[config.mk]
export PLATFORM = sky130hd
export DESIGN_NAME = regfile_mp_flat
export DESIGN_NICKNAME = d
export VERILOG_FILES = /design/src/rtl/regfile_mp_if.sv /design/src/rtl/regfile_mp.sv /design/src/flat_wrapper.sv
export SDC_FILE = /design/constraint.sdc
export NUM_CORES = 1
export LEC_CHECK = 0
export ABC_CLOCK_PERIOD_IN_PS = 5700
export CORE_ASPECT_RATIO = 0.9
export CORE_MARGIN = 2
export CORE_UTILIZATION = 37
export CTS_BUF_LIST = sky130_fd_sc_hd__clkbuf_16
export DETAILED_ROUTE_END_ITERATION = 10
export PLACE_DENSITY = 0.57
export SLEW_MARGIN = 15
export SYNTH_ARGS = -nofsm -noshare
export SYNTH_HDL_FRONTEND = slang
export SYNTH_SLANG_ARGS = --single-unit
export TNS_END_PERCENT = 100
[constraint.sdc]
create_clock -name CLK -period 5.7 [get_ports CLK]
set_clock_uncertainty 0.1 [all_clocks]
set_input_delay 1.14 -clock CLK [delete_from_list [all_inputs] [get_ports CLK]]
set_output_delay 1.14 -clock CLK [all_outputs]
set_load 0.02 [all_outputs]
[src/rtl/regfile_mp_if.sv]
// rtl/regfile_mp_if.sv - write/read port bundle for the multi-read-port register file
interface regfile_mp_if #(
    parameter int XLEN  = 32,
    parameter int AW    = 5,
    parameter int NREAD = 2
);
    logic                  WE3;
    logic [AW-1:0]         A3;
    logic [XLEN-1:0]       WD3;
    logic [NREAD-1:0]      RE;
    logic [NREAD*AW-1:0]   RA;
    logic [NREAD*XLEN-1:0] RD;
    logic                  BUSY;

    modport master (output WE3, A3, WD3, RE, RA, input RD, BUSY);
    modport slave  (input WE3, A3, WD3, RE, RA, output RD, BUSY);
endinterface

[src/rtl/regfile_mp.sv]
// rtl/regfile_mp.sv - one-write, NREAD-read register file with post-reset clear sweep
module regfile_mp #(
    parameter int XLEN     = 32,
    parameter int DEPTH    = 32,
    parameter int NREAD    = 2,
    parameter int ZERO_REG = 1,
    parameter int BYPASS   = 1
) (
    input  logic         CLK,
    input  logic         RST,
    regfile_mp_if.slave  bus
);
    localparam int AW = ($clog2(DEPTH) < 1) ? 1 : $clog2(DEPTH);

    typedef enum logic {CLEAR, RUN} state_t;

    state_t                state_q, state_d;
    logic [AW-1:0]         cnt_q, cnt_d;
    logic                  busy_q, busy_d;
    logic [NREAD*XLEN-1:0] rd_q, rd_d;
    logic [XLEN-1:0]       mem_q [DEPTH];

    logic                  we_eff;
    logic                  wr_en;
    logic [AW-1:0]         wr_addr;
    logic [XLEN-1:0]       wr_data;

    function automatic logic in_range(input logic [AW-1:0] a);
        return 32'(a) < 32'(DEPTH);
    endfunction

    // The sweep borrows the single write port, so user writes only land in RUN.
    always_comb begin
        we_eff  = bus.WE3 && !busy_q && in_range(bus.A3)
                  && !((ZERO_REG != 0) && (bus.A3 == '0));
        state_d = state_q;
        cnt_d   = cnt_q;
        wr_en   = 1'b0;
        wr_addr = bus.A3;
        wr_data = bus.WD3;
        if (state_q == CLEAR) begin
            wr_en   = 1'b1;
            wr_addr = cnt_q;
            wr_data = '0;
            cnt_d   = cnt_q + 1'b1;
            if (32'(cnt_q) == 32'(DEPTH - 1)) begin
                state_d = RUN;
            end
        end else begin
            wr_en = we_eff;
        end
        busy_d = (state_d == CLEAR);
    end

    always_comb begin
        rd_d = rd_q;
        for (int i = 0; i < NREAD; i++) begin
            if (busy_q) begin
                rd_d[i*XLEN +: XLEN] = '0;
            end else if (bus.RE[i]) begin
                if (((ZERO_REG != 0) && (bus.RA[i*AW +: AW] == '0))
                    || !in_range(bus.RA[i*AW +: AW])) begin
                    rd_d[i*XLEN +: XLEN] = '0;
                end else if ((BYPASS != 0) && we_eff
                             && (bus.RA[i*AW +: AW] == bus.A3)) begin
                    rd_d[i*XLEN +: XLEN] = bus.WD3;
                end else begin
                    rd_d[i*XLEN +: XLEN] = mem_q[bus.RA[i*AW +: AW]];
                end
            end
        end
    end

    always_ff @(posedge CLK) begin
        if (RST) begin
            state_q <= CLEAR;
            cnt_q   <= '0;
            busy_q  <= 1'b1;
            rd_q    <= '0;
        end else begin
            state_q <= state_d;
            cnt_q   <= cnt_d;
            busy_q  <= busy_d;
            rd_q    <= rd_d;
        end
    end

    // Storage has no reset of its own; the sweep is what zeroes it.
    always_ff @(posedge CLK) begin
        if (!RST && wr_en) begin
            mem_q[wr_addr] <= wr_data;
        end
    end

    assign bus.RD   = rd_q;
    assign bus.BUSY = busy_q;
endmodule

[src/flat_wrapper.sv]
// flat-port wrapper written by rule: the top's interface ports become plain ports
module regfile_mp_flat 
#(
    parameter int XLEN     = 32,
    parameter int DEPTH    = 32,
    parameter int NREAD    = 2,
    parameter int ZERO_REG = 1,
    parameter int BYPASS   = 1
)
  (CLK, RST, bus_WE3, bus_A3, bus_WD3, bus_RE, bus_RA, bus_RD, bus_BUSY);
  regfile_mp_if #(.XLEN(XLEN), .NREAD(NREAD)) bus_i ();
  input  logic CLK;
  input  logic RST;
  input wire logic [$bits(bus_i.WE3)-1:0] bus_WE3;
  input wire logic [$bits(bus_i.A3)-1:0] bus_A3;
  input wire logic [$bits(bus_i.WD3)-1:0] bus_WD3;
  input wire logic [$bits(bus_i.RE)-1:0] bus_RE;
  input wire logic [$bits(bus_i.RA)-1:0] bus_RA;
  output wire logic [$bits(bus_i.RD)-1:0] bus_RD;
  output wire logic [$bits(bus_i.BUSY)-1:0] bus_BUSY;
  assign bus_i.WE3 = bus_WE3;
  assign bus_i.A3 = bus_A3;
  assign bus_i.WD3 = bus_WD3;
  assign bus_i.RE = bus_RE;
  assign bus_i.RA = bus_RA;
  assign bus_RD = bus_i.RD;
  assign bus_BUSY = bus_i.BUSY;
  regfile_mp #(.XLEN(XLEN), .DEPTH(DEPTH), .NREAD(NREAD), .ZERO_REG(ZERO_REG), .BYPASS(BYPASS)) u_core (.CLK(CLK), .RST(RST), .bus(bus_i));
endmodule
# == After elaboration in Yosys (flattened, before gate mapping) ==
# Memories as Yosys holds them, arrays and structs flattened.
# Cells that the tools add are included.
# word_totals
memories,1
latch_bits,0
mem_bits_rw,1024
output_inout_bits,65
wordCells,34
regBits,71
in_bits,52
romBits,0
# memory_table
name,words,word_bits,rd,rd_ports_with_merged_regs,write_ports,line_no,rtl
u_core.mem_q,32,32,2,0,1,regfile_mp.sv:21,logic [XLEN-1:0] mem_q [DEPTH];
# classes
n_eq_ne,3
n_shift,0
multipliers,0
bitwise,1
n_mux,11
n_lt_le_gt_ge,0
n_div,0
reduce_logical,12
addsub,1
# ops
op,n
$mux 32,5
$logic_not 5->1,3
$eq 5x5->1,2
$add 5x1->5 const B,1
$eq 5x5->1 const B,1
$logic_and 1x1->1,5
$mux 1,5
$mux 5,1
$logic_not 1->1,3
$reduce_or 2->1,1
$not 1->1,1

# == Longest topological paths before layout ==
# logic_depth
depth_word,7
depth_mapped,8
ltp_nobuf,6

# == Least setup slack after synthesis ==
# No wires, ideal clock.
# synth_timing
path_kind,input port to flip-flop
start,in bus_WE3
end,mem u_core.mem_q[0][0] (enable)
arrival_ns,3.163
required_time_ns,5.179
stages,5
setup_time_ns,0.421
slack_ns,2.016
cell_sequence,nor2b_1 > o21ai_2 > o22ai_1 > nand2_1 > nor2_1
# synth_between
elab_chain_len,6
# synth_rtl
item,line_no,rtl
start: declaration,flat_wrapper.sv:14,input wire logic [$bits(bus_i.WE3)-1:0] bus_WE3;
$logic_and 1x1->1,regfile_mp.sv:34,we_eff = bus.WE3 && !busy_q && in_range(bus.A3)
$logic_and 1x1->1,regfile_mp.sv:35,&& !((ZERO_REG != 0) && (bus.A3 == '0));
$mux 1,regfile_mp.sv:41,if (state_q == CLEAR) begin
$logic_and 1x1->1,regfile_mp.sv:90,if (!RST && wr_en) begin
$mux 1,regfile_mp.sv:90,
$mux 1 (implied by the code),regfile_mp.sv:91,mem_q[wr_addr] <= wr_data;
end: declaration,regfile_mp.sv:21,
# Every way passes these cells.

# == Worst setup path after layout ==
# layout_timing
start,in bus_A3[2]
end,mem u_core.mem_q[28][15] (enable)
# layout_between
elab_chain_len,7
# layout_rtl
item,line_no,rtl
start: declaration,flat_wrapper.sv:15,input wire logic [$bits(bus_i.A3)-1:0] bus_A3;
$logic_not 5->1,regfile_mp.sv:35,
$logic_not 1->1,regfile_mp.sv:35,
$logic_and 1x1->1,regfile_mp.sv:35,
$mux 1,regfile_mp.sv:41,
$logic_and 1x1->1,regfile_mp.sv:90,
$mux 1,regfile_mp.sv:90,
$mux 1 (implied by the code),regfile_mp.sv:91,
# Several ways; a longest one is shown, not always the timed one.

==> results.ini <==
[outcome]
outcome = completed

[flow_run]
max_cap_violations = 0

[timing]
min_period_ns = 4.09
clock.fmax_ghz = 0.245
slew_violations = 0
worst_pin_slew_ns = 1.20
hold_viol = 0
fin_ws_ns = 1.61
final.setup.tns_ns = 0
slew_headroom_pct = 20.0
post-route-period-util_pct = 71.7
finalSetupViolCount = 0
grt_setup_unrepaired = false

[clock_network]
numCtsBuffers = 110
clockBufferDepth = 3
clock_sinks = 1095
insertion_delay_ns = 0.72
cts_resized = 0
root_buffer = clkbuf_16
clkTransAtPathRegs_ns = 0.06
cts_tree = built
htreeDepth = 3
postCtsHoldBufs = 0
post_cts_buffers = 0

[synth]
yosysSeqAreaShare_pct = 64.7
yosysWarnings = 0
synth_xor_area_share_pct = 0.212
muxShareOfSynthArea_pct = 22.7
synth_top_flop_cell = edfxtp_1
syn_nets = 2810
synth_area_per_cell_um2 = 18.0
synth_area_um2 = 49700
synthAdderAreaFrac_pct = 0.0504
synth_compound_area_share_pct = 8.36
synth-edff-count = 1024
synthCells = 2756
synth_top_family_by_area = multiplexers
synthDistinctLibCells = 35
ys_async_sr_fraction_pct = 0
synth_seq_cells = 1095
post_synth_and_or_nand_nor_area_fraction_pct = 2.08

[floorplan]
fp-row-count = 127
die-area_um2 = 137000
start_util_pct = 37.3
die_w_um = 390
die_height_um = 352
design.portCount = 117
design.core.area_um2 = 133000

[global_routing]
grt_max_degree = 67
grt_use_total_pct = 23.3
overflow = 0
antenna_found_initial = 8
grt_pass1_vias = 31100
grt_pass1_wl_mm = 229

[detailed_routing]
firstDrtPassIters = 6
vias = 30700
wire_per_inst_um = 34.3
drc_errors = 0
ant_nets = 0
finalWirelength_mm = 162
vias_per_cell = 6.51
drt_iter0_drc = 4022

[finish]
drive_above_1_share_pct = 25.2
fillers = 11500
final_cell_mix = edfxtp_1, mux4_2, mux2i_1
final_common_cell = edfxtp_1
utilization_pct = 43.0
syn2layout_area_growth_pct = 15.5
stdcell_count = 4718
finalNetCount = 2941

[power]
p_leak_nw = 18.3
ir_drop_mv = 0.225
p_per_area_nw_per_um2 = 299

[placement]
pre_cts_ws_ns = 1.03
place_inst = 4515
place_congestion = 0.931
dp_hpwl_mm = 101
portBuffers = 116

[critical_path]
critPathTopFamily = buffers and inverters
r2r_end = u_core.mem_q[28][15]$_DFFE_PP_
r2r_slack_ns = 2.13
critical_path_cell_count = 9
startpoint = bus_A3[2]
reg2regPathDepth = 8
worstReg2RegStart = u_core.bus.BUSY$_SDFF_PP1_
end_kind = register
crit_end = u_core.mem_q[28][15]$_DFFE_PP_
cp_cell_sequence = clkdlybuf4s50_1 > or4_1 > o21ai_2 > buf_4 > o22ai_1 > nand2_1 > buf_4 > nor2_4 > buf_4
crit_path_start_kind = primary input
crit_fanout = 17
crit_top_cell = buf_4
worst-path-buf-inv = 4
crit_required_ns = 5.99
arrival_ns = 4.38
slowest_stage = nor2_4
max_stage_delay_ns = 0.70
critPathKind = primary input to register

[hold_path]
hold_class = register to register

report_power, final:
part           switching [W]  internal, W  total (W)
registers          0.0000221      0.00871    0.00873
logic               0.000680     0.000482    0.00116
clock network        0.00318      0.00408    0.00726
stage by stage:
step                instance area [um^2]  power (W)  hold WS (ns)
floorplan                          49700    0.00963         0.389
global placement                   53700     0.0100         0.401
detailed placement                 53800     0.0101         0.407
CTS                                57300     0.0172         0.416
global route                       57400     0.0176         0.488
finish                             57400     0.0172         0.415
kinds of logic (layout without fill, tap and decap cells):
logic type | Yosys count | after routing
muxes | 646 | 646
buffers and inverters | 227 | 447
xor gates and xnor gates | 12 | 12
and+or+nand+nor | 188 | 188
adders and majority gates | 2 | 2
AOI/OAI and AO/OA | 586 | 586
DFF | 1095 | 1095
other | 0 | 1
metal layers:
| layer | share of wire [%] | wire length (um) | track usage (%) |
|---|---|---|---|
| met2 | 45 | 73300 | 35.7 |
| met4 | 2.8 | 4600 | 6.60 |
| met1 | 40 | 65400 | 32.8 |
| met5 | 0.025 | 40 | 0 |
| met3 | 11 | 18600 | 6.05 |
worst reg2reg max path: cells and delay by family, from the launching register on:
kind / cells / cell delay (ns)
compound gates: 2 / 0.46
simple gates: 3 / 1.30
flops: 1 / 0.40
buf+inv: 3 / 0.95
synth_stat cells, drive strengths merged, types with 5 or more instances:
library cell  number  area share, %
clkbuf           138            1.0
nand3              5          0.050
mux2i            261            5.3
xnor2             11           0.19
edfxtp          1024             62
a21oi            129            1.3
nand2             12          0.091
and2              36           0.45
o21ai             67           0.68
mux4             384             17
a22oi            192            2.9
a221oi           128            2.3
a22o              64            1.1
buf               86           0.81
nor2              46           0.35
or3               64           0.81
nor2b             11           0.14
dfxtp             71            2.9
final cells by class:
type                    instances  area [um^2]  area share [%]
repair buffers                243         2460            4.28
well taps                    1741         2180            3.80
diodes                          1         2.50         0.00436
multi-input cells            1434        17000            29.6
clock inverters                90          792            1.38
inverters                       3         11.3          0.0196
flip-flops and latches       1095        32200            56.1
clock buffers                 111         2780            4.84
state kept, by name (all words and copies together), names as in the netlist:
| signal | flops |
|---|---|
| u_core.bus.BUSY | 1 |
| u_core.bus.RD | 64 |
| u_core.cnt_q | 5 |
| u_core.mem_q | 1024 |
| u_core.state_q | 1 |
worst min path at each step:
| stage | startpoint | cells after the start | endpoint | slack (ns) |
|---|---|---|---|---|
| 2_1_floorplan | u_core.cnt_q[0]$_SDFFE_PP0N_ | 2 | u_core.cnt_q[0]$_SDFFE_PP0N_ | 0.39 |
| 3_3_place_gp | u_core.cnt_q[0]$_SDFFE_PP0N_ | 2 | u_core.cnt_q[0]$_SDFFE_PP0N_ | 0.40 |
| 3_5_place_dp | u_core.cnt_q[0]$_SDFFE_PP0N_ | 2 | u_core.cnt_q[0]$_SDFFE_PP0N_ | 0.41 |
| 4_1_cts | u_core.cnt_q[0]$_SDFFE_PP0N_ | 2 | u_core.cnt_q[0]$_SDFFE_PP0N_ | 0.42 |
| 5_1_grt | u_core.cnt_q[0]$_SDFFE_PP0N_ | 2 | u_core.cnt_q[0]$_SDFFE_PP0N_ | 0.49 |
| 6_report | u_core.cnt_q[0]$_SDFFE_PP0N_ | 2 | u_core.cnt_q[0]$_SDFFE_PP0N_ | 0.42 |
No activity file was read; power rests on OpenSTA's default activity.
